$ cat src/rtl/piso_serializer.sv
// Parallel-in/serial-out serializer with a one-word holding buffer so words stream
// back-to-back; bit rate is paced by the in_enable strobe.
module piso_serializer #(
    parameter int unsigned WIDTH     = 8,
    parameter bit          MSB_FIRST = 1'b1
) (
    input  logic             in_clock,
    input  logic             in_reset,
    input  logic             in_write,
    input  logic [WIDTH-1:0] in_data,
    input  logic             in_enable,
    output logic             out_bit,
    output logic             out_busy,
    output logic             out_full,
    output logic             out_last,
    output logic             out_overflow
);

    localparam int unsigned CW = $clog2(WIDTH);
    localparam logic [CW-1:0] LastCnt = CW'(WIDTH - 1);

    typedef enum logic [0:0] {StIdle, StShift} state_e;

    state_e           state_q, state_d;
    logic [WIDTH-1:0] hold_q, hold_d;
    logic             hold_valid_q, hold_valid_d;
    logic [WIDTH-1:0] sh_q, sh_d;
    logic [CW-1:0]    cnt_q, cnt_d;
    logic             overflow_q, overflow_d;
    logic             at_last;
    logic             drain;
    logic             accept;

    always_ff @(posedge in_clock) begin
        if (in_reset) begin
            state_q      <= StIdle;
            hold_q       <= '0;
            hold_valid_q <= 1'b0;
            sh_q         <= '0;
            cnt_q        <= '0;
            overflow_q   <= 1'b0;
        end else begin
            state_q      <= state_d;
            hold_q       <= hold_d;
            hold_valid_q <= hold_valid_d;
            sh_q         <= sh_d;
            cnt_q        <= cnt_d;
            overflow_q   <= overflow_d;
        end
    end

    always_comb begin
        state_d      = state_q;
        hold_d       = hold_q;
        hold_valid_d = hold_valid_q;
        sh_d         = sh_q;
        cnt_d        = cnt_q;
        overflow_d   = overflow_q;

        at_last = (state_q == StShift) && in_enable && (cnt_q == LastCnt);
        // The buffer empties into the shifter when idle, or on the final enabled bit.
        drain   = hold_valid_q && ((state_q == StIdle) || at_last);
        accept  = in_write && (!hold_valid_q || drain);

        if (in_write) begin
            if (accept) begin
                hold_d       = in_data;
                hold_valid_d = 1'b1;
            end else begin
                overflow_d = 1'b1;
            end
        end

        if (drain) begin
            sh_d    = hold_q;
            cnt_d   = '0;
            state_d = StShift;
            if (!accept) begin
                hold_valid_d = 1'b0;
            end
        end else if (state_q == StShift && in_enable) begin
            if (cnt_q == LastCnt) begin
                state_d = StIdle;
            end else begin
                sh_d  = MSB_FIRST ? {sh_q[WIDTH-2:0], 1'b0} : {1'b0, sh_q[WIDTH-1:1]};
                cnt_d = cnt_q + CW'(1);
            end
        end
    end

    always_comb begin
        out_busy     = (state_q == StShift);
        out_full     = hold_valid_q;
        out_bit      = out_busy && (MSB_FIRST ? sh_q[WIDTH-1] : sh_q[0]);
        out_last     = out_busy && (cnt_q == LastCnt);
        out_overflow = overflow_q;
    end

endmodule

$ cat config.mk
export PLATFORM = sky130hd
export DESIGN_NAME = piso_serializer
export DESIGN_NICKNAME = d
export VERILOG_FILES = /design/src/rtl/piso_serializer.sv
export SDC_FILE = /design/constraint.sdc
export NUM_CORES = 1
export LEC_CHECK = 0
export BUFFER_PORTS_ARGS = -buffer_cell sky130_fd_sc_hd__buf_2
export CAP_MARGIN = 40
export CELL_PAD_IN_SITES_DETAIL_PLACEMENT = 1
export CELL_PAD_IN_SITES_GLOBAL_PLACEMENT = 1
export CORE_ASPECT_RATIO = 0.8
export CORE_MARGIN = 2
export CORE_UTILIZATION = 43
export CTS_BUF_LIST = sky130_fd_sc_hd__clkbuf_2
export CTS_CLUSTER_SIZE = 40
export DETAILED_ROUTE_END_ITERATION = 10
export HOLD_SLACK_MARGIN = 0.08
export MAX_ROUTING_LAYER = met4
export PLACE_DENSITY_LB_ADDON = 0.1
export SETUP_SLACK_MARGIN = 0.1
export SLEW_MARGIN = 5
export SYNTH_ARGS = -nofsm -noshare
export SYNTH_HDL_FRONTEND = slang
export SYNTH_SLANG_ARGS = --single-unit
$ cat constraint.sdc
create_clock -name in_clock -period 1.85 [get_ports in_clock]
set_input_delay 0.0925 -clock in_clock [delete_from_list [all_inputs] [get_ports in_clock]]
set_output_delay 0.0925 -clock in_clock [all_outputs]
set_load 0.01 [all_outputs]
==> out/qor.txt <==
Status: finished, final reports clean
Comb power frac: 0.147
CP max stage cell: dfxtp_1
Register bit total from synthesis: 22
Sw Pwr: 248.6 uW
Total number of vias: 804
Worst path cell trace: ha_1 -> ha_2 -> nor2b_1 -> a2bb2oi_4 -> o221a_1
Fin. max-slew vios: 0
Ranking of synthesized cells by area: dfxtp_1 (45%), mux2i_1 (10%), o221a_1 (7.0%)
Critical path startpoint category: register
N_diodes: 0
CTS root buffer: clkbuf_2
Die ar.: 2650 um^2
PortBufs: 16
Post-Syn Area per Cell: 9.684 um^2
Vias in the first global route: 814
Initial Utilization: 0.4526
IO Count: 17
Commonest non-fill, non-tap cell in the layout: dfxtp_1
Largest net degree at the start of global routing: 18
Post-synthesis sequential area ratio: 0.4548
Fin crit period: 1594 ps
Most frequent cells in the layout: dfxtp_1 (22), nand2_1 (16), buf_2 (16), mux2i_1 (10), dlygate4sd3_1 (10)
P_int: 773.4 uW
Chip Height: 46.45 um
Nets@finish: 141
Area fraction of the dominant cell type after synthesis: 0.4548
Yosys cell types: 27
Worst-margin pin slew: 426.7 ps
Core footprint: 2140 um^2
CTS tree: yes
Post-route ant nets: 0
Warnings, synthesis: 0
Final worst slack: 255.7 ps
Relative slew margins: 0.7152
First-pass DRT Iterations: 4
Crit-path max FO: 7
Die X: 57.06 um
Final instance count without filler cells: 151
Share of cells above drive strength 1: 0.2222
Synth Cell Area: 968.4 um^2
Data arrival, critical path: 1890 ps
RSZ-0062 raised after global routing: no
Static Leakage: 0.0005399 uW
Syn Nets: 114
Fin crit share: 0.8618
Synth Area in XOR/XNOR: 0.009044
Post-synthesis mux area share: 0.1034
DR WL/cell: 14.97 um
Max Clk Rate: 627.2 MHz
Sequential Power Share: 0.520
Largest buffer count on any clock path: 2
Clock transition at the registers of the reported paths: 220 ps
Clock Skews: 19.08 ps
Pwr/cell area: 829.3 nW/um^2
Gr ovfl total: 0
H-tree levels: 1
Skew-Pair Late Insertion Delay: 350 ps
Synth Area in Compound Gates: 0.1848
Worst Path Required: 2140 ps
Synth Area in Simple Gates: 0.1525
Tot GR Track Use: 0.2010
DRC violations left: 0
Crit Path Class: register to register
R2r startpoint: cnt_q[0]
DP HPWL: 1448 um
Pre-CTS WS: 91.58 ps
Largest stage delay, worst path: 380 ps
Final RePlAce weighted congestion: 0.6960
First-pass GRT wire length: 3774 um
Clock network fraction of total power: 0.332
Area grow syn2layout: 27.26%
Switching Share: 0.2432
Synth Area in Adders: 0.02584
Setup crit start: cnt_q[0]
Final-report hold violation count: 0
Max Cap Viol: 0
Setup TNS: 0 ps
Crit. End Element: register
Worst vdd ir: 0.6696 mV
Initial antenna violation count: 0
Post-Route WL: 2261 um
Yosys top cell by area: dfxtp_1
# rows: 15
Placed Cells: 136
Via density: 5.325
Clock sink count: 22
Total CTS buffers: 3
Starting DRC count in detailed routing: 12
Worst hold path type: input port to register
Largest family of logic cells by synthesized area: compound AO/OA/AOI/OAI gates
# setup viols final: 0
Hold path start: in_enable
Mapped Cells: 100
## registers in the layout, summed over array words and instances, names as in the netlist
register,flops
out_busy,1
sh_q,8
out_full,1
hold_q,8
out_overflow,1
cnt_q,3
## repair_timing
item,4_1_cts,5_1_grt
setup endpoints to repair,13,18
hold buffers,10,0
gates resized for setup,2,3
endpoints found under the hold margin,12,0
pin swaps,0,1
setup buffers,0,1
## cell usage after synthesis
library cell,instances
dfxtp_1,22
nand2_1,16
mux2i_1,10
a21oi_1,7
inv_1,7
o221a_1,6
nor2_1,5
nor3_1,3
and2_1,2
buf_6,2
clkbuf_1,2
ha_1,2
nor2b_1,2
a21boi_2,1
a21boi_4,1
a2bb2oi_2,1
a31oi_1,1
and3b_1,1
buf_4,1
inv_2,1
nand2b_1,1
nor3b_1,1
o2111a_1,1
o21ai_0,1
o32ai_1,1
or3_1,1
xnor2_1,1
## power by group through the flow
| stage | Sequential [uW] | Combinational, uW | Clock (uW) |
|---|---|---|---|
| floorplan | 534 | 90.1 | 0 |
| global placement | 538 | 115 | 0 |
| detailed placement | 540 | 121 | 0 |
| CTS | 531 | 141 | 352 |
| global route | 537 | 168 | 366 |
| finish | 532 | 151 | 339 |
## path summary, 6_finish.rpt
path / endpoint / slack, ps / depth (start not counted)
setup reg to reg: sh_q[3] / 260 / 5
setup / recovery: sh_q[3] / 260 / 5
hold / removal: out_busy / 150 / 4
hold reg to reg: hold_q[4] / 480 / 2
## cell type report
type,instances,area (um^2)
clock buffer,3,15.01
clock inverter,1,30.03
fill,245,907.1
inverter,8,30.03
multi-input combinational,65,485.5
sequential,22,440.4
tap,25,31.28
timing repair buffer,27,200.2
## critical path, delay by kind of cell, from the launching register on
kind                       cells  cell delay, ps
AOI/OAI and AO/OA              2             500
DFF                            1             380
adders and majority gates      2             410
and+or+nand+nor                1             250
## per-stage QoR
step	cell area [um^2]	total power [uW]	hold WS, ps	utilization
2_1_floorplan	968.4	624.2	209.9	-
3_3_place_gp	1042	653.8	336.7	0.4871
3_5_place_dp	1042	660.5	345.4	0.4871
4_1_cts	1197	1024	136.8	0.5596
5_1_grt	1232	1072	132.7	0.5760
6_report	1232	1022	149.9	0.5760
## metal layers
layer,vias to the layer above,GRT usage,share of wire
met5,-,-,0
met4,0,0.06977,0.012
met1,392,0.2287,0.46
met3,4,0.05056,0.031
li1,396,-,-
met2,12,0.3517,0.50
## logic make-up after synthesis
| family | count (synthesis) |
|---|---|
| multiplexers | 10 |
| AO/OA/AOI/OAI | 20 |
| buffers and inverters | 13 |
| adder cells (fa/ha/maj) | 2 |
| flip-flops | 22 |
| XOR/XNOR | 1 |
| AND/OR/NAND/NOR | 32 |
Power figures use the tool's default switching activity.
